[src/rtl/cnn_pkg.sv]
// Shared defaults and helpers for the CNN row streaming blocks.
// Row geometry helpers let every block size its buffers from the same parameters.
package cnn_pkg;

  localparam int DEF_VALUE_BITS  = 8;
  localparam int DEF_WIDTH       = 28;
  localparam int DEF_HEIGHT      = 28;
  localparam int DEF_IN_CHANNELS = 1;

  function automatic int row_words(input int width, input int channels);
    return width * channels;
  endfunction

  function automatic int row_bits(input int width, input int channels, input int value_bits);
    return row_words(width, channels) * value_bits;
  endfunction

  // Index width that stays at least one bit for single-entry dimensions.
  function automatic int idx_bits(input int n);
    return (n > 1) ? $clog2(n) : 1;
  endfunction

  localparam int DEF_ROW_WORDS = row_words(DEF_WIDTH, DEF_IN_CHANNELS);

  typedef logic [DEF_WIDTH-1:0][DEF_IN_CHANNELS-1:0][DEF_VALUE_BITS-1:0] row_t;

  typedef enum logic {
    ROW_EMPTY = 1'b0,
    ROW_FULL  = 1'b1
  } row_state_e;

endpackage

[src/rtl/cnn_row_reg.sv]
// One buffered row slot: row payload, its last-of-image flag and an EMPTY/FULL state.
// Load wins over clear so a slot can be refilled in the same cycle it is drained.
module cnn_row_reg
  import cnn_pkg::*;
#(
  parameter int ROW_BITS = 8
) (
  input  logic                clock_i,
  input  logic                reset_i,
  input  logic                load,
  input  logic                clear,
  input  logic [ROW_BITS-1:0] next_row,
  input  logic                next_last,
  output logic [ROW_BITS-1:0] row,
  output logic                last,
  output logic                valid
);

  row_state_e          state_q, state_d;
  logic [ROW_BITS-1:0] row_q;
  logic                last_q;

  always_ff @(posedge clock_i or posedge reset_i) begin
    if (reset_i) begin
      state_q <= ROW_EMPTY;
    end else begin
      state_q <= state_d;
    end
  end

  always_comb begin
    state_d = state_q;
    if (load) begin
      state_d = ROW_FULL;
    end else if (clear) begin
      state_d = ROW_EMPTY;
    end
  end

  always_ff @(posedge clock_i or posedge reset_i) begin
    if (reset_i) begin
      row_q  <= '0;
      last_q <= 1'b0;
    end else if (load) begin
      row_q  <= next_row;
      last_q <= next_last;
    end
  end

  assign row   = row_q;
  assign last  = last_q;
  assign valid = (state_q == ROW_FULL);

endmodule

[src/rtl/cnn_row_source.sv]
// Packs a serial pixel word stream into image rows and offers them with valid/last.
// A fill slot behind the output slot keeps the input flowing while a row awaits acceptance.
module cnn_row_source
  import cnn_pkg::*;
#(
  parameter int VALUE_BITS  = DEF_VALUE_BITS,
  parameter int WIDTH       = DEF_WIDTH,
  parameter int HEIGHT      = DEF_HEIGHT,
  parameter int IN_CHANNELS = DEF_IN_CHANNELS
) (
  input  logic                                               clock_i,
  input  logic                                               reset_i,
  input  logic [31:0]                                        in_data_i,
  input  logic                                               in_valid_i,
  output logic                                               upstream_stall_o,
  output logic [WIDTH-1:0][IN_CHANNELS-1:0][VALUE_BITS-1:0]  row_o,
  output logic                                               row_valid_o,
  output logic                                               row_last_o,
  input  logic                                               row_accept_i
);

  localparam int ROW_BITS = row_bits(WIDTH, IN_CHANNELS, VALUE_BITS);
  localparam int XW       = idx_bits(WIDTH);
  localparam int CW       = idx_bits(IN_CHANNELS);
  localparam int RW       = idx_bits(HEIGHT);

  typedef logic [WIDTH-1:0][IN_CHANNELS-1:0][VALUE_BITS-1:0] row_buf_t;

  logic [XW-1:0]       x_q;
  logic [CW-1:0]       ch_q;
  logic [RW-1:0]       row_idx_q;
  row_buf_t            acc_q;
  row_buf_t            completed;

  logic                word_take;
  logic                word_final;
  logic                row_xfer;
  logic                row_done_last;
  logic                fill_full;
  logic                out_valid;

  logic                out_load;
  logic                out_clear;
  logic [ROW_BITS-1:0] out_next_row;
  logic                out_next_last;
  logic [ROW_BITS-1:0] out_row;
  logic                out_last;

  logic                fill_load;
  logic                fill_clear;
  logic [ROW_BITS-1:0] fill_row;
  logic                fill_last;

  if (VALUE_BITS < 32) begin : g_upper
    logic unused_upper;
    assign unused_upper = ^in_data_i[31:VALUE_BITS];
  end

  assign word_take     = in_valid_i && !fill_full;
  assign word_final    = word_take && (x_q == XW'(WIDTH - 1)) && (ch_q == CW'(IN_CHANNELS - 1));
  assign row_xfer      = out_valid && row_accept_i;
  assign row_done_last = (row_idx_q == RW'(HEIGHT - 1));

  // The row being finished this cycle: everything gathered so far plus the incoming word.
  always_comb begin
    completed             = acc_q;
    completed[x_q][ch_q]  = in_data_i[VALUE_BITS-1:0];
  end

  // Word k lands at x = k mod WIDTH, channel = k / WIDTH; all of channel 0 arrives first.
  always_ff @(posedge clock_i or posedge reset_i) begin
    if (reset_i) begin
      x_q   <= '0;
      ch_q  <= '0;
      acc_q <= '0;
    end else if (word_take) begin
      acc_q <= completed;
      if (x_q == XW'(WIDTH - 1)) begin
        x_q  <= '0;
        ch_q <= (ch_q == CW'(IN_CHANNELS - 1)) ? '0 : ch_q + 1'b1;
      end else begin
        x_q <= x_q + 1'b1;
      end
    end
  end

  // Rows reach the output strictly in completion order, so indexing at completion tags them correctly.
  always_ff @(posedge clock_i or posedge reset_i) begin
    if (reset_i) begin
      row_idx_q <= '0;
    end else if (word_final) begin
      row_idx_q <= row_done_last ? '0 : row_idx_q + 1'b1;
    end
  end

  always_comb begin
    out_load      = 1'b0;
    out_clear     = 1'b0;
    out_next_row  = completed;
    out_next_last = row_done_last;
    fill_load     = 1'b0;
    fill_clear    = 1'b0;
    if (fill_full && row_xfer) begin
      out_load      = 1'b1;
      out_next_row  = fill_row;
      out_next_last = fill_last;
      fill_clear    = 1'b1;
    end else if (word_final && (!out_valid || row_xfer)) begin
      out_load = 1'b1;
    end else if (word_final) begin
      fill_load = 1'b1;
    end else if (row_xfer) begin
      out_clear = 1'b1;
    end
  end

  cnn_row_reg #(
    .ROW_BITS (ROW_BITS)
  ) u_fill (
    .clock_i   (clock_i),
    .reset_i   (reset_i),
    .load      (fill_load),
    .clear     (fill_clear),
    .next_row  (completed),
    .next_last (row_done_last),
    .row       (fill_row),
    .last      (fill_last),
    .valid     (fill_full)
  );

  cnn_row_reg #(
    .ROW_BITS (ROW_BITS)
  ) u_out (
    .clock_i   (clock_i),
    .reset_i   (reset_i),
    .load      (out_load),
    .clear     (out_clear),
    .next_row  (out_next_row),
    .next_last (out_next_last),
    .row       (out_row),
    .last      (out_last),
    .valid     (out_valid)
  );

  assign row_o            = out_row;
  assign row_valid_o      = out_valid;
  assign row_last_o       = out_last;
  assign upstream_stall_o = fill_full;

endmodule

[config.mk]
export PLATFORM = sky130hd
export DESIGN_NAME = cnn_row_source
export DESIGN_NICKNAME = d
export VERILOG_FILES = /design/src/rtl/cnn_pkg.sv /design/src/rtl/cnn_row_reg.sv /design/src/rtl/cnn_row_source.sv
export SDC_FILE = /design/constraint.sdc
export NUM_CORES = 2
export LEC_CHECK = 0
export CAP_MARGIN = 25
export CORE_ASPECT_RATIO = 0.8
export CORE_UTILIZATION = 52
export CTS_CLUSTER_DIAMETER = 120
export DETAILED_ROUTE_END_ITERATION = 8
export PLACE_DENSITY = 0.76
export SLEW_MARGIN = 15
export SYNTH_ARGS = -nofsm -noshare
export SYNTH_HDL_FRONTEND = slang
export SYNTH_SLANG_ARGS = --single-unit
[constraint.sdc]
create_clock -name clock_i -period 24.1 [get_ports clock_i]
set_input_delay 4.82 -clock clock_i [delete_from_list [all_inputs] [get_ports clock_i]]
set_output_delay 4.82 -clock clock_i [all_outputs]
set_load 0.1 [all_outputs]
==> impl_metrics.prom <==
# TYPE chip_impl_metric gauge
chip_impl_info{name="outcome",value="completed"} 1
chip_impl_info{name="root_buffer",value="sky130_fd_sc_hd__clkbuf_16"} 1
chip_impl_metric{name="dp.final_hpwl",unit="um"} 44360
chip_impl_metric{name="layoutNonFillerInstCount",unit=""} 3671
chip_impl_metric{name="synth.yosys.seq_area_share",unit="%"} 58.32
chip_impl_metric{name="number_of_antenna_violations_at_the_first_check_in_global_routing",unit=""} 0
chip_impl_metric{name="postSynthNetCount",unit=""} 2829
chip_impl_metric{name="cts_max_level",unit=""} 3
chip_impl_metric{name="syn2layout_area_growth",unit="%"} 17.42
chip_impl_metric{name="core.rowCount",unit=""} 77
chip_impl_info{name="layout_common_cells",value="677 x sky130_fd_sc_hd__dfrtp_1, 426 x sky130_fd_sc_hd__nand2_1, 230 x sky130_fd_sc_hd__clkdlybuf4s50_1"} 1
chip_impl_metric{name="timing.final.setup_violations",unit=""} 0
chip_impl_metric{name="synth-warning-count",unit=""} 0
chip_impl_info{name="criticalPathCategory",value="input port to flop"} 1
chip_impl_metric{name="post-route-drc-count",unit=""} 0
chip_impl_metric{name="fill_cells",unit=""} 4283
chip_impl_metric{name="grt_pass1_vias",unit=""} 23430
chip_impl_info{name="critPathLaunchType",value="input port"} 1
chip_impl_metric{name="hold_violations",unit=""} 0
chip_impl_metric{name="actual_transition_at_the_worst_max_transition_pin",unit="ns"} 1.130
chip_impl_metric{name="grt_pass1_wl",unit="um"} 128800
chip_impl_metric{name="floorplan.die_area",unit="mm2"} 0.05690
chip_impl_metric{name="p_leak",unit="nW"} 15.28
chip_impl_info{name="critical_path.top_delay_family",value="buffers and inverters"} 1
chip_impl_info{name="cts_tree",value="done"} 1
chip_impl_metric{name="globalRouteOverflowTotal",unit=""} 0
chip_impl_metric{name="critical_path_stages",unit=""} 7
chip_impl_metric{name="synth_area",unit="mm2"} 0.02909
chip_impl_metric{name="critPathArrivalTime",unit="ns"} 8.19
chip_impl_metric{name="design.final.nets",unit=""} 2914
chip_impl_metric{name="detail_route.vias_per_cell",unit=""} 6.269
chip_impl_metric{name="detailroute.via_count",unit=""} 23020
chip_impl_metric{name="syn_area_per_cell",unit="um2"} 10.43
chip_impl_info{name="timing.critical_path.mode_cell",value="sky130_fd_sc_hd__buf_4"} 1
chip_impl_metric{name="ant_nets",unit=""} 0
chip_impl_metric{name="timing.critical_path.required",unit="ns"} 24.54
chip_impl_metric{name="numClockSinks",unit=""} 678
chip_impl_metric{name="maxSlewViolCount",unit=""} 0
chip_impl_metric{name="power_per_cell_area",unit="mW/mm2"} 156.5
chip_impl_metric{name="cts_hold_buf",unit=""} 0
chip_impl_info{name="crit_chain",value="clkdlybuf4s50_1, and2b_4, o31ai_4, buf_4, buf_4, buf_16, o221ai_1"} 1
chip_impl_metric{name="first_pass_iters",unit=""} 5
chip_impl_metric{name="core",unit="mm2"} 0.05530
chip_impl_metric{name="die_width",unit="um"} 266.4
chip_impl_metric{name="drt-wirelength-per-cell",unit="um"} 22.27
chip_impl_metric{name="grt.total_usage",unit="%"} 28.73
chip_impl_metric{name="cts_made_buffers",unit=""} 67
chip_impl_metric{name="floorplan.io_pins",unit=""} 263
chip_impl_metric{name="drv_cap",unit=""} 0
chip_impl_metric{name="slew-limit-headroom",unit="%"} 24.66
chip_impl_metric{name="path_clk_slew",unit="ns"} 0.06
chip_impl_metric{name="route.final.wire_length",unit="um"} 81760
chip_impl_metric{name="synth_seq_cells",unit=""} 678
chip_impl_metric{name="dp_cells",unit=""} 3548
chip_impl_metric{name="finalWeightedCongestion",unit=""} 0.7715
chip_impl_metric{name="multi_input_area",unit="mm2"} 0.01026
chip_impl_metric{name="die_height",unit="um"} 213.6
chip_impl_metric{name="layout.area.seq",unit="mm2"} 0.01697
chip_impl_metric{name="netlist_instances",unit=""} 2788
chip_impl_metric{name="ff_to_ff_path_depth",unit=""} 6
chip_impl_metric{name="final.setup.tns",unit="ns"} 0
chip_impl_metric{name="count_of_buffers_added_by_post_cts_timing_repair_for_setup",unit=""} 0
chip_impl_metric{name="cp_max_fo",unit=""} 52
chip_impl_metric{name="fmaxAchievable",unit="MHz"} 128.9
chip_impl_metric{name="timing.hold.worst_path_depth",unit=""} 2
chip_impl_metric{name="max-vdd-ir-drop",unit="V"} 0.0001716
chip_impl_metric{name="initialDrtViolationCount",unit=""} 2704
chip_impl_metric{name="layout-drive-gt1-share",unit="%"} 7.326
chip_impl_info{name="critical-path-slowest-cell",value="sky130_fd_sc_hd__o31ai_4"} 1
chip_impl_info{name="endpoint_kind",value="flop"} 1
chip_impl_metric{name="synth.distinct_cells",unit=""} 39
chip_impl_info{name="rsz0062_at_grt",value="no"} 1
chip_impl_metric{name="finalCritPeriodShare",unit="%"} 32.20
chip_impl_metric{name="final_period_minus_worst_setup_slack",unit="ns"} 7.759
chip_impl_metric{name="post-layout-total-power",unit="mW"} 5.345
chip_impl_metric{name="clk_latency",unit="ns"} 0.61
chip_impl_info{name="final_common_cell",value="sky130_fd_sc_hd__dfrtp_1"} 1
chip_impl_metric{name="max-clock-path-buffers",unit=""} 3
chip_impl_metric{name="floorplan.initialDensity",unit="%"} 52.60
chip_impl_info{name="worstHoldPathType",value="flop to flop"} 1
chip_impl_metric{name="number_of_resized_instances_in_the_post_cts_repair_step",unit=""} 0
chip_impl_metric{name="antennaDiodeCount",unit=""} 0
chip_impl_metric{name="io_buffers",unit=""} 238
chip_impl_metric{name="timing.clock.skew",unit="ns"} 0.02463
chip_impl_metric{name="cp_slowest_stage_delay",unit="ns"} 0.80
chip_impl_metric{name="grt_max_degree",unit=""} 160
chip_impl_metric{name="critical_path_buf_inv_count",unit=""} 4
[path summary, 6_finish.rpt]
check | from | to | slack [ns]
max in group asynchronous | reset_i | acc_q[87]$_DFFE_PP0N_ | 16.77
max reg2reg | x_q[3]$_DFFE_PP0N_ | u_out.row[89]$_DFFE_PP0P_ | 19.83
min | u_fill.row[31]$_DFFE_PP0P_ | u_out.row[31]$_DFFE_PP0P_ | 0.48
min reg2reg | u_fill.row[31]$_DFFE_PP0P_ | u_out.row[31]$_DFFE_PP0P_ | 0.48
min in group asynchronous | reset_i | u_out.row[33]$_DFFE_PP0P_ | 4.83
max | row_accept_i | u_out.row[89]$_DFFE_PP0P_ | 16.34
[report_power, final]
part           leakage, nW  internal, mW  switching (mW)
combinational         5.32         0.594            1.93
clock                 1.06         0.604           0.443
sequential            8.89          1.50           0.270
total                 15.3          2.70            2.64
[metrics by stage]
stage / utilization [%] / area (um2) / setup WS, ns / hold slack (ns)
2_1_floorplan: - / 29090 / 0.2736 / 0.4492
3_3_place_gp: 57.29 / 31680 / 15.20 / 0.4612
3_5_place_dp: 57.55 / 31820 / 15.06 / 0.4675
4_1_cts: 61.47 / 33990 / 15.68 / 0.4794
5_1_grt: 61.77 / 34160 / 16.25 / 0.4932
6_report: 61.77 / 34160 / 16.34 / 0.4750
[layer usage]
metal	part of all wire [%]	vias up	wire length, um	GRT usage [%]
met4	3.0	0	2426	11.51
met5	0	-	0	0
met1	43	11670	34880	39.83
met2	47	1082	38190	45.12
li1	-	10080	-	-
met3	7.7	181	6264	5.260
[synthesized netlist by cell type (all sizes together)]
cell type	number	share of area, %
and3	1	0.022
a221o	8	0.28
nor2b	2	0.043
nor4bb	10	0.34
nand3	9	0.15
a21o	1	0.026
a211oi	1	0.026
or3	2	0.043
o21ai	215	3.7
o31ai	1	0.073
and2	8	0.17
nor2	3	0.056
mux2i	217	7.5
and4bb	2	0.086
ha	5	0.22
or4	1	0.026
nor3	2	0.090
nand4	2	0.043
dfrtp	678	58
inv	222	2.9
o221ai	216	6.5
clkbuf	152	2.0
nand2b	2	0.043
and2b	1	0.026
nor4b	4	0.12
a31oi	218	4.7
a221oi	1	0.030
a21oi	220	3.8
mux2	19	0.74
nand4b	13	0.44
and4b	1	0.034
buf	125	2.1
nand2	426	5.5
[registers in the layout (all words and copies together) (netlist names)]
signal        cells
u_out.last        1
x_q               5
u_fill.last       1
u_fill.valid      1
acc_q           216
u_out.row       224
row_idx_q         5
u_out.valid       1
u_fill.row      224
[worst min-delay path, cell delays in order (launching register included)]
cell and delay [ns]:
sky130_fd_sc_hd__dfrtp_1 0.35, sky130_fd_sc_hd__nand2_1 0.05, sky130_fd_sc_hd__o221ai_1 0.06
[kinds of logic after synthesis]
logic type      synth area share (%)
compound gates                 19.11
fa+ha+maj                     0.2151
buf+inv                        6.912
flops                          58.32
mux                            8.202
simple gates                   7.243
[cell type report]
class | count | share of cell area (%)
Multi-Input combinational cell | 1611 | 30.03
Clock buffer | 95 | 5.663
Tap cell | 750 | 2.747
Timing Repair Buffer | 293 | 8.740
Sequential cell | 678 | 49.67
Inverter | 222 | 2.461
Clock inverter | 22 | 0.6886
No activity file was read; power rests on OpenSTA's default activity.
